<file path="src/rtl/dice_race_pkg.sv">
// Shared types and constants for the dice race game controller.
package dice_race_pkg;

  localparam int unsigned MAX_PLAYERS = 4;
  localparam int unsigned POS_W       = 5;

  // Turn FSM states; encodings are visible on state_out.
  typedef enum logic [2:0] {
    StIdle      = 3'd0,
    StWaitRoll  = 3'd1,
    StMove      = 3'd2,
    StWaitClear = 3'd3,
    StNext      = 3'd4,
    StWin       = 3'd5
  } state_e;

  // Color codes produced by the color-detection front end.
  typedef enum logic [1:0] {
    ColorNone  = 2'd0,
    ColorRed   = 2'd1,
    ColorGreen = 2'd2,
    ColorBlue  = 2'd3
  } color_e;

  // Advance a player index, wrapping at the number of active players.
  function automatic logic [1:0] next_player(input logic [1:0] cur, input int unsigned num);
    if ({30'd0, cur} + 32'd1 >= num) begin
      return 2'd0;
    end
    return cur + 2'd1;
  endfunction

endpackage

</file>
<file path="src/rtl/step_timer.sv">
// Down-counting step timer: load reloads to PERIOD-1, enable counts down,
// tick fires on the cycle the count sits at zero and the counter reloads.
module step_timer #(
  parameter int unsigned PERIOD = 25_000_000
) (
  input  logic clk_i,
  input  logic rst_i,
  input  logic clear_i,
  input  logic load_i,
  input  logic enable_i,
  output logic tick_o
);

  localparam int unsigned     CntW   = $clog2(PERIOD);
  localparam logic [CntW-1:0] Reload = CntW'(PERIOD - 1);

  logic [CntW-1:0] cnt_q, cnt_d;

  assign tick_o = enable_i && !load_i && !clear_i && (cnt_q == '0);

  // Next count: clear beats load beats the free-running countdown.
  always_comb begin
    cnt_d = cnt_q;
    if (clear_i) begin
      cnt_d = '0;
    end else if (load_i) begin
      cnt_d = Reload;
    end else if (enable_i) begin
      cnt_d = (cnt_q == '0) ? Reload : cnt_q - CntW'(1);
    end
  end

  // Counter register.
  always_ff @(posedge clk_i or posedge rst_i) begin
    if (rst_i) begin
      cnt_q <= '0;
    end else begin
      cnt_q <= cnt_d;
    end
  end

endmodule

</file>
<file path="src/rtl/game_turn_controller.sv">
// Turn sequencing for the dice race board: waits for a die result, walks the
// current player forward one square per step period, detects the goal and
// rotates turns. Define TURN_TIMEOUT_EN to skip a turn when no roll arrives
// within TIMEOUT_CYCLES.
module game_turn_controller
  import dice_race_pkg::*;
#(
  parameter int unsigned NUM_PLAYERS    = 2,
  parameter int unsigned TRACK_LEN      = 20,
  parameter int unsigned STEP_PERIOD    = 25_000_000,
  parameter int unsigned TIMEOUT_CYCLES = 250_000_000
) (
  input  logic        clk,
  input  logic        reset,
  input  logic        game_enable,
  input  logic        result_ready,
  input  logic [1:0]  movement_steps,
  input  logic        turn_end,
  output logic [1:0]  current_player,
  output logic [19:0] player_pos,
  output logic        step_pulse,
  output logic [2:0]  state_out,
  output logic        game_over,
  output logic [1:0]  winner,
  output logic        turn_skipped
);

  if (NUM_PLAYERS < 2 || NUM_PLAYERS > MAX_PLAYERS || TRACK_LEN < 4 || TRACK_LEN > 32 ||
      STEP_PERIOD < 2 || TIMEOUT_CYCLES < 1) begin : g_param_check
    $error("game_turn_controller: parameter out of range");
  end

  localparam logic [POS_W-1:0] Goal = POS_W'(TRACK_LEN - 1);

  state_e                             state_q, state_d;
  logic [1:0]                         player_q, player_d;
  logic [MAX_PLAYERS-1:0][POS_W-1:0]  pos_q, pos_d;
  logic [1:0]                         steps_q, steps_d;
  logic                               step_pulse_q, step_pulse_d;

  logic             timer_clear, timer_load, timer_en, tick;
  logic             accept;
  logic             timeout_hit;
  logic [POS_W-1:0] new_pos;

  assign accept  = (state_q == StWaitRoll) && result_ready && (movement_steps != 2'd0);
  assign new_pos = pos_q[player_q] + POS_W'(1);

  step_timer #(
    .PERIOD (STEP_PERIOD)
  ) u_step_timer (
    .clk_i    (clk),
    .rst_i    (reset),
    .clear_i  (timer_clear),
    .load_i   (timer_load),
    .enable_i (timer_en),
    .tick_o   (tick)
  );

  // Next-state logic; dropping game_enable overrides every other event.
  always_comb begin
    state_d      = state_q;
    player_d     = player_q;
    pos_d        = pos_q;
    steps_d      = steps_q;
    step_pulse_d = 1'b0;
    timer_clear  = 1'b0;
    timer_load   = 1'b0;
    timer_en     = game_enable && (state_q == StMove);
    if (!game_enable) begin
      state_d     = StIdle;
      player_d    = 2'd0;
      pos_d       = '0;
      steps_d     = 2'd0;
      timer_clear = 1'b1;
    end else begin
      unique case (state_q)
        StIdle: begin
          state_d  = StWaitRoll;
          player_d = 2'd0;
          pos_d    = '0;
          steps_d  = 2'd0;
        end
        StWaitRoll: begin
          if (accept) begin
            steps_d    = movement_steps;
            timer_load = 1'b1;
            state_d    = StMove;
          end else if (timeout_hit) begin
            state_d = StNext;
          end
        end
        StMove: begin
          if (tick) begin
            step_pulse_d     = 1'b1;
            pos_d[player_q]  = new_pos;
            steps_d          = steps_q - 2'd1;
            if (new_pos == Goal) begin
              // Leftover steps are discarded once the goal is reached.
              steps_d = 2'd0;
              state_d = StWin;
            end else if (steps_q == 2'd1) begin
              state_d = StWaitClear;
            end
          end
        end
        StWaitClear: begin
          if (turn_end) begin
            state_d = StNext;
          end
        end
        StNext: begin
          player_d = next_player(player_q, NUM_PLAYERS);
          state_d  = StWaitRoll;
        end
        StWin: begin
          state_d = StWin;
        end
        default: begin
          state_d = StIdle;
        end
      endcase
    end
  end

  // FSM, position and registered step_pulse state.
  always_ff @(posedge clk or posedge reset) begin
    if (reset) begin
      state_q      <= StIdle;
      player_q     <= 2'd0;
      pos_q        <= '0;
      steps_q      <= 2'd0;
      step_pulse_q <= 1'b0;
    end else begin
      state_q      <= state_d;
      player_q     <= player_d;
      pos_q        <= pos_d;
      steps_q      <= steps_d;
      step_pulse_q <= step_pulse_d;
    end
  end

`ifdef TURN_TIMEOUT_EN
  localparam int unsigned ToW = $clog2(TIMEOUT_CYCLES + 1);

  logic [ToW-1:0] to_cnt_q, to_cnt_d;
  logic           skip_q, skip_d;

  // Cycles spent in WAIT_ROLL; any other state holds the count at zero.
  always_comb begin
    to_cnt_d = '0;
    if (game_enable && (state_q == StWaitRoll)) begin
      to_cnt_d = to_cnt_q + ToW'(1);
    end
  end

  assign timeout_hit = (to_cnt_q == ToW'(TIMEOUT_CYCLES - 1));
  assign skip_d      = game_enable && (state_q == StWaitRoll) && !accept && timeout_hit;

  // Timeout counter and registered skip pulse.
  always_ff @(posedge clk or posedge reset) begin
    if (reset) begin
      to_cnt_q <= '0;
      skip_q   <= 1'b0;
    end else begin
      to_cnt_q <= to_cnt_d;
      skip_q   <= skip_d;
    end
  end

  assign turn_skipped = skip_q;
`else
  assign timeout_hit  = 1'b0;
  assign turn_skipped = 1'b0;
`endif

  assign current_player = player_q;
  assign player_pos     = pos_q;
  assign step_pulse     = step_pulse_q;
  assign state_out      = state_q;
  assign game_over      = (state_q == StWin);
  assign winner         = (state_q == StWin) ? player_q : 2'd0;

endmodule

</file>
<file path="config.mk">
export PLATFORM = sky130hd
export DESIGN_NAME = game_turn_controller
export DESIGN_NICKNAME = d
export VERILOG_FILES = /design/src/rtl/dice_race_pkg.sv /design/src/rtl/step_timer.sv /design/src/rtl/game_turn_controller.sv
export SDC_FILE = /design/constraint.sdc
export NUM_CORES = 1
export LEC_CHECK = 0
export ABC_AREA = 1
export BUFFER_PORTS_ARGS = -buffer_cell sky130_fd_sc_hd__buf_2
export CELL_PAD_IN_SITES_DETAIL_PLACEMENT = 0
export CELL_PAD_IN_SITES_GLOBAL_PLACEMENT = 1
export CORE_MARGIN = 8
export CORE_UTILIZATION = 47
export DETAILED_ROUTE_END_ITERATION = 6
export PLACE_DENSITY = 0.92
export SKIP_CTS_REPAIR_TIMING = 1
export SYNTH_ARGS = -nofsm -noshare
export SYNTH_HDL_FRONTEND = slang
export SYNTH_SLANG_ARGS = --single-unit
</file>
<file path="constraint.sdc">
create_clock -name clk -period 3.6 [get_ports clk]
set_input_delay 0.36 -clock clk [delete_from_list [all_inputs] [get_ports clk]]
set_output_delay 0.36 -clock clk [all_outputs]
set_load 0.05 [all_outputs]
</file>
Word level (Yosys, flattened, before mapping). Index checks and enable logic that the tools add are counted.

Register bits: 53. Bits in latches: 0. Memory bits (writable): 0. Memory bits (read-only): 0. Bits of input ports: 7. Output and inout port bits: 30. Word-level logic and storage cells: 85. Memories: 0.

Add/subtract/negate cells: 5. Multiply operators: 0. Div/mod/pow operators: 0. Order comparisons: 3. Eq/ne operators: 15. Shifts and indexed selects: 0. Multiplexer cells: 38. Bitwise gates (word level): 0. Reduce and logical (&&, ||, !) cells: 15.

Operators by type and width (count): two-way mux 25 bit (4); two-way mux 20 bit (2); case mux 20 bit (2 select lines) (1); zero test 25 bit (1); subtractor 25 x 1 -> 25 bit, second input constant (1); bitwise mux 20 bit (1); two-way mux 3 bit (6); two-way mux 2 bit (8); case mux 3 bit (5 select lines) (1); binary-select mux 5 bit (select 2 bit) (1); demux 5 bit (select 2 bit) (1); two-way mux 5 bit (2); two-way mux 1 bit (9); inequality test 3 x 1 -> 1 bit, second input constant (3); inequality test 3 bit, second input constant (3); logical AND 1 bit (7); == test 3 x 2 -> 1 bit, second input constant (2); == test 3 bit, second input constant (2); case mux 2 bit (3 select lines) (1); adder 5 x 1 -> 5 bit, second input constant (1); == test 5 bit, second input constant (1); inequality test 4 x 1 -> 1 bit, second input constant (1); inequality test 4 x 2 -> 1 bit, second input constant (1); case mux 2 bit (2 select lines) (1); 15 further kinds (15).

Longest topological paths before layout.
Word-level depth: 13. Depth in mapped cells: 15. Gate-level depth less buffers: 15.

Cells and area by module. From an unflattened synthesis, not the netlist that was laid out.

Cell total of the unflattened synthesis: 471. Area, all modules: 3395.8 µm².

Modules (own cells, without submodules): game_turn_controller (instances 1, cells an instance 231, area an instance 1751.7 µm², sequential area each 700.7 µm²); step_timer (instances 1, cells an instance 240, area an instance 1644.1 µm², sequential area each 625.6 µm²).

Worst setup path after synthesis. Ideal clock, no wire load.

Kind: register to register. From: register player_q[0], in the netlist current_player[0]. To: register state_q[1], in the netlist state_out[1]. Library setup time: 118 ps. Arrival time: 2102 ps. Required time: 3482 ps. Path slack: 1379 ps. Cell stages (with the launch flop): 16. Buffers on the path: 1. Clock period less this slack: 2221 ps. Cells stage by stage: dfrtp_1 buf_6 nand2_1 nand2_1 nand2_1 nand2_1 ha_1 inv_1 nor2_2 nand3_1 nand2_2 nand3_4 nand2_1 nand3_1 nand2_1 nand2_1.

Word-level cells in the longest chain between the ends: 8. Elaborated cells on any way between the ends: 10. Classes of those cells: 1 x add/sub; 2 x eq/ne; 6 x mux; 1 x reduce/logical.

Ends and longest elaborated chain: from (decl) (line game_turn_controller.sv:36) `logic [1:0] player_q, player_d;`; from (signal assigned) (line game_turn_controller.sv:136) `player_q <= player_d;`; binary-select mux 5 bit (select 2 bit) (*) (line game_turn_controller.sv:47) `assign new_pos = pos_q[player_q] + POS_W'(1);`; two-way mux 5 bit (implied by the code) (*) (line game_turn_controller.sv:47); adder 5 x 1 -> 5 bit (*) (line game_turn_controller.sv:47); == test 5 bit (*) (line game_turn_controller.sv:98) `if (new_pos == Goal) begin`; two-way mux 3 bit (line game_turn_controller.sv:98); two-way mux 3 bit (line game_turn_controller.sv:94) `if (tick) begin`; case mux 3 bit (5 select lines) (line game_turn_controller.sv:77) `unique case (state_q)`; two-way mux 3 bit (line game_turn_controller.sv:70) `if (!game_enable) begin`; to (signal assigned) (line game_turn_controller.sv:129) `state_q <= StIdle;`; to (signal assigned) (line game_turn_controller.sv:135) `state_q <= state_d;`; to (decl) (line game_turn_controller.sv:35) `state_e state_q, state_d;`.

Every way passes the cells marked *; elsewhere a longest branch is shown, timed or not. The select of a mux whose other input is x is not followed. A chain may end at the register's enable or synchronous reset.

Final worst setup path.
From: register player_q[0], in the netlist current_player[0]. To: register state_q[2], in the netlist state_out[2].

The elaborated chain is that of the path after synthesis.

==> results by group <==
Run status
  • Outcome: finished clean

Hold path
  • Hold WC Path Type: in2async

Floorplan
  • Die Height: 100 um
  • Core Area: 0.00687 mm^2
  • Io pins: 37
  • Die W: 100 um
  • Starting density of the core: 48.8%
  • DIE AREA: 0.0101 mm^2
  • Row count: 30

Yosys
  • Post-synth top flop: dfrtp_1
  • Synth Register Bits: 53
  • Post-synthesis cell area: 0.00335 mm^2
  • Net Count, Synth: 456
  • Sequential area share after synthesis: around 40%
  • Synthesized area per cell: 7.62 um^2
  • FFs w/ async S/R, synth: 100%
  • Post-synth EDFFs: 0
  • Netlist cell types: 40
  • Number of synthesis warnings: 0
  • Synth Instances: 440

Clock tree
  • H-Tree Depth: 2
  • CTS tree: yes
  • Clock root cell: clkbuf_8
  • Clock latency on the worst-skew pair: 310 ps
  • CTS buffer count: 5
  • CTS clock-pin slew for the worst setup and hold paths: 100 ps
  • Clk sinks: 53
  • Clock Tree Buf Depth: 2

GRT
  • Vias in the first global route: slightly below 3000
  • Largest net degree at the start of global routing: 36
  • Global-route wire length before repair: 13900 um
  • Antenna violations before repair: 0
  • Congestion Overflow GR: 0
  • Global Route Usage Sum: 16.9%

STA
  • Period utilization: 69.2%
  • Clock skew: 14.2 ps
  • Final Hold Vio Count: 0
  • Final Max Tran Viols: 0
  • Slew HR: 50.2%
  • Worst-margin pin slew: 746 ps
  • Final Hold Slack: around 170 ps
  • F_max: 0.401 GHz
  • Setup TNS: 0 ps
  • Setup repair after global routing missed its margin: false
  • Setup violators final: 0
  • Final min period: 2490 ps

Setup path
  • Reg2Reg Launch Point: current_player[0]$_DFFE_PP0P_
  • WP data required: 3850 ps
  • Startpoint Class: register
  • Critical path endpoint category: register
  • Critical Path Fanout Max: 17
  • RR Endpoint: state_out[2]$_DFFE_PP0P_
  • FF-to-FF setup slack: 1110 ps
  • Crit Path Class: reg2reg
  • R2r worst-path depth: 13
  • Critical path arrival: 2740 ps

Placed design
  • Input/output buffers: 35
  • Hpwl dp: approximately 6300 um
  • Routability cong.: between 0.8 and 0.9

Power and ir drop
  • P per Cell Area: 757 mW/mm^2
  • Cell-internal power: 0.00143 W
  • Switching power: 0.00137 W
  • Gate power share: 53.9%
  • Sw Share: 48.9%
  • Clk pwr share: 15.3%
  • P_leak: 1.88 nW
  • VDD IR-drop max: 0.420 mV
  • Pwr Total: between 0.002 and 0.003 W
  • Seq pwr share: between 30 and 40%

Drt
  • Top Layer Used: met4
  • Met2 wire length: 3990 um
  • Initial DRC count: 158
  • Wirelength per Cell: 14.4 um
  • Final Routed Wirelength: just over 8000 um
  • DRC viols: 0
  • Drt first pass iters: 4
  • Post-detailed-route count of antenna-violating nets: 0
  • Vias per cell: roughly 5
  • Met3 WL: 350 um
  • Met1 Wirelength: just under 4000 um
  • Routed vias: 2947

Layout
  • Antenna fix cells: 0
  • Share of cells above drive strength 1: 19.5%
  • Area growth syn-to-layout: 10.6%
  • Nets: 492

Flow run
  • Max_cap viols: 0
[power groups by stage]
stage	sequential, W	combinational, W	clock (W)
floorplan	0.000893	0.00116	0
global placement	0.000866	0.00151	0
detailed placement	0.000871	0.00150	0
CTS	0.000861	0.00151	0.000441
global route	0.000879	0.00172	0.000459
finish	0.000866	0.00151	0.000429
[cell usage in the layout, fill, tap and decap left out, drive strengths merged]
cell type  count
ha             9
nand2        122
nand3b         2
nand3         35
o311ai         2
nor3           7
nand4          9
o21a           4
o211ai         5
nor4           1
clkbuf         6
conb           1
bufinv         1
o22ai          4
a21oi         16
buf           37
clkinv         2
nor3b          1
nor2          53
dfrtp         53
o221ai         3
xnor2          1
o21ai         31
clkinvlp       1
inv           60
mux2i          1
xor2          10
[registers in the layout, summed over array words and instances, names as in the netlist]
| name | flops |
|---|---|
| u_step_timer.cnt_q | 25 |
| steps_q | 2 |
| player_pos | 20 |
| state_out | 3 |
| current_player | 2 |
| step_pulse | 1 |
[through the flow]
stage          std cells  cell area, um^2  worst slack, ps  util (%)
2_1_floorplan        440             3350             1380         -
3_3_place_gp         565             3590             1140      52.2
3_5_place_dp         565             3590             1130      52.2
4_1_cts              573             3710             1100      54.0
5_1_grt              573             3710              843      54.0
6_report             573             3710             1110      54.0
[metal layers]
layer / track usage, % / vias up
met1: 21.2 / 1377
li1: - / 1493
met3: 2.49 / 7
met2: 29.3 / 70
met4: 5.00 / 0
met5: 0 / -
[worst max-delay path by stage]
stage                                       start                  endpoint  cells past startpoint
floorplan           current_player[0]$_DFFE_PP0P_  state_out[1]$_DFFE_PP0P_                     15
global placement    current_player[0]$_DFFE_PP0P_  state_out[1]$_DFFE_PP0P_                     14
detailed placement  current_player[0]$_DFFE_PP0P_  state_out[1]$_DFFE_PP0P_                     15
CTS                 current_player[0]$_DFFE_PP0P_  state_out[2]$_DFFE_PP0P_                     13
global route        current_player[0]$_DFFE_PP0P_  state_out[1]$_DFFE_PP0P_                     15
finish              current_player[0]$_DFFE_PP0P_  state_out[2]$_DFFE_PP0P_                     13
[kinds of logic after synthesis]
kind of cell	count (synthesis)	share of synthesized area, %
compound gates	65	12.2
xor+xnor	11	2.87
fa+ha+maj	9	3.36
buf+inv	70	9.29
flops	53	39.6
mux	1	0.299
other cells	1	0.112
simple gates	230	32.3
[synth_stat cells, drive strengths merged, types with 2 or more instances]
| cell type | n | area share [%] |
|---|---|---|
| nand2 | 122 | 15 |
| inv | 60 | 6.8 |
| dfrtp | 53 | 40 |
| nor2 | 53 | 7.1 |
| nand3 | 35 | 6.6 |
| o21ai | 31 | 4.9 |
| a21oi | 16 | 3.3 |
| xor2 | 10 | 2.6 |
| ha | 9 | 3.4 |
| nand4 | 9 | 1.7 |
| buf | 8 | 2.3 |
| nor3 | 7 | 1.2 |
| o211ai | 5 | 1.1 |
| o21a | 4 | 0.90 |
| o22ai | 4 | 0.75 |
| o221ai | 3 | 0.78 |
| clkinv | 2 | 0.22 |
| nand3b | 2 | 0.45 |
| o311ai | 2 | 0.52 |
[worst max-delay path, cell delays in order (launching register included)]
cell and delay, ps:
dfrtp_1 620, inv_2 370, nand2_1 120, nand2_1 70, nand2_1 50, nand2_1 130
ha_1 220, inv_1 70, nor2_2 130, nand3_1 100, nand2_2 110, nand3_4 130
o21a_1 220, nor2_2 100
[layout make-up]
| class | count | area [um^2] |
|---|---|---|
| fill | 671 | 3160 |
| multi-input combinational | 317 | 1720 |
| sequential | 53 | 1330 |
| inverter | 62 | 235 |
| timing repair buffer | 37 | 190 |
| tap | 96 | 120 |
| clock buffer | 6 | 82.6 |
| clock inverter | 2 | 37.5 |
(Power assumes the default switching activity.)
